==> src/rtl/nibble_serial_adder.sv <==
// nibble_serial_adder: feeds two wide operands one nibble per clock (LS first) into an
// external combinational 4-bit adder and chains its carry, presenting a registered wide
// result with a one-cycle DONE pulse.
// Optional feature macro: SUB_EN adds the SUB port (A - B via inverted B and carry-in 1).
module nibble_serial_adder #(
    parameter int unsigned NIBBLES = 4
) (
    input  logic                   CLK,
    input  logic                   RST_N,
    input  logic                   START,
`ifdef SUB_EN
    input  logic                   SUB,
`endif
    input  logic [4*NIBBLES-1:0]   OP_A,
    input  logic [4*NIBBLES-1:0]   OP_B,
    input  logic                   CIN,
    output logic                   BUSY,
    output logic                   DONE,
    output logic [4*NIBBLES-1:0]   SUM,
    output logic                   COUT,
    output logic                   OVF,
    output logic [3:0]             ADD_A,
    output logic [3:0]             ADD_B,
    output logic                   ADD_CIN,
    input  logic [3:0]             ADD_S,
    input  logic                   ADD_COUT
);

    localparam int unsigned W    = 4 * NIBBLES;
    localparam int unsigned IdxW = $clog2(NIBBLES);

    typedef enum logic [1:0] {StIdle, StRun, StDone} state_e;

    state_e            state_q, state_d;
    logic [W-1:0]      a_sh_q, a_sh_d;
    logic [W-1:0]      b_sh_q, b_sh_d;
    // Holds the nibbles already produced; the newest nibble is appended on top each cycle.
    logic [W-5:0]      work_q, work_d;
    logic              carry_q, carry_d;
    logic [IdxW-1:0]   idx_q, idx_d;
    logic              a_sign_q, a_sign_d;
    logic              b_sign_q, b_sign_d;
    logic [W-1:0]      sum_q, sum_d;
    logic              cout_q, cout_d;
    logic              ovf_q, ovf_d;

    logic [W-1:0]      b_eff;
    logic              cin_eff;
    logic [W-1:0]      work_full;

    // Effective B operand and initial carry chosen at START.
    always_comb begin
`ifdef SUB_EN
        b_eff   = SUB ? ~OP_B : OP_B;
        cin_eff = SUB ? 1'b1 : CIN;
`else
        b_eff   = OP_B;
        cin_eff = CIN;
`endif
    end

    assign work_full = {ADD_S, work_q};

    // Next-state logic: operand load, per-nibble shift, and result capture on the last nibble.
    always_comb begin
        state_d  = state_q;
        a_sh_d   = a_sh_q;
        b_sh_d   = b_sh_q;
        work_d   = work_q;
        carry_d  = carry_q;
        idx_d    = idx_q;
        a_sign_d = a_sign_q;
        b_sign_d = b_sign_q;
        sum_d    = sum_q;
        cout_d   = cout_q;
        ovf_d    = ovf_q;
        unique case (state_q)
            StIdle, StDone: begin
                if (START) begin
                    a_sh_d   = OP_A;
                    b_sh_d   = b_eff;
                    carry_d  = cin_eff;
                    idx_d    = '0;
                    a_sign_d = OP_A[W-1];
                    b_sign_d = b_eff[W-1];
                    state_d  = StRun;
                end else begin
                    state_d  = StIdle;
                end
            end
            StRun: begin
                a_sh_d  = a_sh_q >> 4;
                b_sh_d  = b_sh_q >> 4;
                work_d  = work_full[W-1:4];
                carry_d = ADD_COUT;
                idx_d   = idx_q + IdxW'(1);
                if (idx_q == IdxW'(NIBBLES - 1)) begin
                    sum_d   = work_full;
                    cout_d  = ADD_COUT;
                    ovf_d   = (a_sign_q == b_sign_q) && (ADD_S[3] != a_sign_q);
                    state_d = StDone;
                end
            end
            default: state_d = StIdle;
        endcase
    end

    // State registers with synchronous active-low reset.
    always_ff @(posedge CLK) begin
        if (!RST_N) begin
            state_q  <= StIdle;
            a_sh_q   <= '0;
            b_sh_q   <= '0;
            work_q   <= '0;
            carry_q  <= 1'b0;
            idx_q    <= '0;
            a_sign_q <= 1'b0;
            b_sign_q <= 1'b0;
            sum_q    <= '0;
            cout_q   <= 1'b0;
            ovf_q    <= 1'b0;
        end else begin
            state_q  <= state_d;
            a_sh_q   <= a_sh_d;
            b_sh_q   <= b_sh_d;
            work_q   <= work_d;
            carry_q  <= carry_d;
            idx_q    <= idx_d;
            a_sign_q <= a_sign_d;
            b_sign_q <= b_sign_d;
            sum_q    <= sum_d;
            cout_q   <= cout_d;
            ovf_q    <= ovf_d;
        end
    end

    // Outputs: adder drive only while running, status from state, result registers.
    always_comb begin
        BUSY    = (state_q == StRun);
        DONE    = (state_q == StDone);
        ADD_A   = BUSY ? a_sh_q[3:0] : 4'h0;
        ADD_B   = BUSY ? b_sh_q[3:0] : 4'h0;
        ADD_CIN = BUSY ? carry_q : 1'b0;
        SUM     = sum_q;
        COUT    = cout_q;
        OVF     = ovf_q;
    end

endmodule
==> config.mk <==
export PLATFORM = sky130hd
export DESIGN_NAME = nibble_serial_adder
export DESIGN_NICKNAME = d
export VERILOG_FILES = /design/src/rtl/nibble_serial_adder.sv
export SDC_FILE = /design/constraint.sdc
export NUM_CORES = 1
export LEC_CHECK = 0
export ABC_CLOCK_PERIOD_IN_PS = 1500
export CAP_MARGIN = 20
export CELL_PAD_IN_SITES_DETAIL_PLACEMENT = 0
export CELL_PAD_IN_SITES_GLOBAL_PLACEMENT = 1
export CORE_ASPECT_RATIO = 1.25
export CORE_MARGIN = 2
export CORE_UTILIZATION = 35
export CTS_CLUSTER_DIAMETER = 50
export DETAILED_ROUTE_END_ITERATION = 16
export PLACE_DENSITY = 0.86
export SLEW_MARGIN = 0
export SYNTH_ARGS = -nofsm -noshare
export SYNTH_HDL_FRONTEND = slang
export SYNTH_SLANG_ARGS = --single-unit
==> constraint.sdc <==
create_clock -name CLK -period 1.5 [get_ports CLK]
set_clock_uncertainty 0.1 [all_clocks]
set_input_delay 0.375 -clock CLK [delete_from_list [all_inputs] [get_ports CLK]]
set_output_delay 0.375 -clock CLK [all_outputs]
set_load 0.1 [all_outputs]
==> reports/qor.txt <==
Crit path max fanout: 7
Die H: 104 um
Initial Util: 0.358
Top Ports: 70
Slew headroom: 0.827
Root Buffer: clkbuf_8
Place WS: -0.164 ns
CP startpoint kind: register
Gr ovfl total: 0
Register bit count reported by yosys: 69
Num CTS Buffers: 9
CP top delay family: simple AND/OR/NAND/NOR gates
R2r endpoint: idx_q[0]$_SDFFE_PN0P_
First-pass GRT wire length: 10,900 um
Max-Cap Viols: 0
Reg2Reg Depth: 5
Run status: finished, violations left
Antenna viol nets, final: 0
Design area: 4270 um2
Routability cong.: 0.771
Drt via density: 4.86
Ys Warns: 0
Die width: 83.7 um
Slew @ Worst Pin: 0.259 ns
Port bufs: 69
CTS tree: built
Hold depth: 2
Final Max Tran Viols: 0
Worst hold path class: in2reg
Post-synth net total: 384
Worst path bufs/invs: 2
R2R Setup Slk: 0.05 ns
Vias in the first global route: 2,288
Leakage power: 1.58 nW
Setup TNS: -2.53 ns
Layout cells sized above 1: 0.202
Peak Freq: 0.570 GHz
Failing checks: negative setup slack
Final core utilization: 0.552
Setup ws final: -0.253 ns
Avg Inst Size Synth: 8.12 um2
Hold path start: RST_N
Final nets: 458
Htree depth: 3
Worst r2r src: state_q[1]$_SDFFE_PN0P_
Netlist cell types: 22
Clock sink count: 69
Clock Tree Buf Depth: 2
Initial antenna violation count: 0
RSZ-0062 raised after global routing: true
Period utilization: 1.17
Part of the Yosys area used for sequential elements: 0.498
Critical Path End Type: primary output
Cells after synthesis: 342
Worst Hold End: idx_q[0]$_SDFFE_PN0P_
Crit path required time: 1.02 ns
Global Route Usage Sum: 0.155
DRC viols: 0
Drt total wl: 6520 um
WL/cell: 12.6 um
Setup CP Type: reg2out
Cell row count: 36
Initial DRC count: 75
Pre-antenna DRT Iters: 4
Cell Chain, Critical Path: nand2b_4 -> inv_8 -> and2_4 -> buf_12
DP Wirelength: 4340 um
Ant diodes: 0
Die area: 8670 um2
Vias post-DR: 2,508
Worst skew pair latency: 0.35 ns
CP max-delay cell: dfxtp_2
DP Area: 3950 um2
Largest net degree at the start of global routing: 75
Max IR drop VDD: 0.724 mV
Cell area after synthesis: 2780 um2
PwrDens: 1040 nW/um2
Final Hold Vio Count: 0
Clock Pin Slew Worst Setup and Hold Paths: 0.07 ns
Area Growth Syn to Fin: 53.9%
Setup Viol. Count Final: 11
CP peak stage delay: 0.33 ns
Core area: 7750 um2
Critical path data arrival time: 1.28 ns
Minimum clock period: 1.75 ns
-- stage by stage --
step,hold slack [ns],total power [mW],instances
2_1_floorplan,0.341,2.40,342
3_3_place_gp,0.351,2.64,493
3_5_place_dp,0.356,2.66,493
4_1_cts,0.281,4.49,515
5_1_grt,0.296,4.65,516
6_report,0.289,4.46,516
-- layer usage --
metal,GRT usage,share of wire,vias up
met1,0.196,0.44,1137
met3,0.0319,0.041,11
met4,0.0726,0.019,0
met5,0,0,-
li1,-,-,1293
met2,0.254,0.50,67
-- where the power goes --
part	total (mW)	switching, mW	internal (mW)
combinational	0.662	0.348	0.313
sequential	1.98	0.0515	1.93
clock	1.81	0.708	1.10
total	4.46	1.11	3.35
-- what timing repair did --
| item | 4_1_cts | 5_1_grt |
|---|---|---|
| hold buffers | 0 | 0 |
| cloned | 1 | 0 |
| setup buffers | 5 | 2 |
| endpoints found under the setup margin | 11 | 42 |
| pin swaps | 7 | 0 |
| resized for setup | 6 | 7 |
-- cell families (layout without fill, tap and decap cells) --
family          Yosys count  in the layout  share of synthesized area
flops                    69             69                      0.498
fa+ha+maj                 1              1                    0.00451
compound gates           94             94                      0.218
buf+inv                  29            108                     0.0536
simple gates            149            149                      0.226
-- cells in the final DEF (no fill, tap or decap), drive strengths merged, types with 3 or more instances in the layout --
master | synthesis | final
clkdlybuf4s50 | 0 | 39
a21boi | 40 | 40
dfxtp | 69 | 69
buf | 20 | 51
bufinv | 0 | 3
nand3 | 9 | 9
nand2 | 119 | 119
clkbuf | 8 | 10
and2 | 11 | 11
o21ai | 27 | 27
a31oi | 26 | 26
-- worst register-to-register path, cell delays in order, from the launching register on --
cell	delay, ns
dfxtp_2	0.33
nand2b_4	0.18
buf_4	0.17
buf_16	0.20
and3_1	0.21
o21a_1	0.17
-- how the worst max path moves through the flow --
stage	startpoint	end	slack [ns]	cells past startpoint
after floorplan	state_q[0]$_SDFFE_PN0P_	ADD_A[0]	-0.04	4
after global placement	START	a_sh_q[4]$_SDFFE_PN0P_	-0.14	5
after detailed placement	START	b_sh_q[5]$_SDFFE_PN0P_	-0.16	5
after CTS	state_q[1]$_SDFFE_PN0P_	ADD_B[0]	-0.27	4
after global routing	state_q[1]$_SDFFE_PN0P_	ADD_B[0]	-0.29	4
final	state_q[1]$_SDFFE_PN0P_	ADD_A[1]	-0.25	4
-- cell type report --
cell class / instances / area, um2
fillers: 716 / 3470
flip-flops and latches: 69 / 1380
multi-input cells: 244 / 1290
repair buffers: 90 / 1220
clock buffers: 10 / 128
well taps: 95 / 119
clock inverters: 6 / 111
inverters: 1 / 11.3
repair inverters: 1 / 8.76
-- cells in the mapped netlist --
master	instances	area (um2)
a21boi_0	32	240
a21boi_1	8	60.1
a31oi_1	26	163
and2_1	11	68.8
and3_1	1	6.26
and3b_1	1	8.76
buf_2	14	70.1
buf_4	6	45.0
clkbuf_1	8	30.0
dfxtp_1	69	1380
ha_1	1	12.5
inv_1	1	3.75
nand2_1	119	447
nand2b_1	2	12.5
nand3_1	9	45.0
nand3b_1	2	15.0
nor2_1	1	3.75
nor2b_1	2	12.5
o21a_1	1	7.51
o21ai_0	26	130
o21ai_1	1	5.00
or3b_2	1	8.76
-- flip-flops by register name, summed over array words and instances (netlist names) --
| register | count |
|---|---|
| b_sh_q | 16 |
| SUM | 16 |
| a_sh_q | 16 |
| state_q | 2 |
| carry_q | 1 |
| idx_q | 2 |
| OVF | 1 |
| a_sign_q | 1 |
| COUT | 1 |
| b_sign_q | 1 |
| work_q | 12 |
Power figures use the tool's default switching activity.
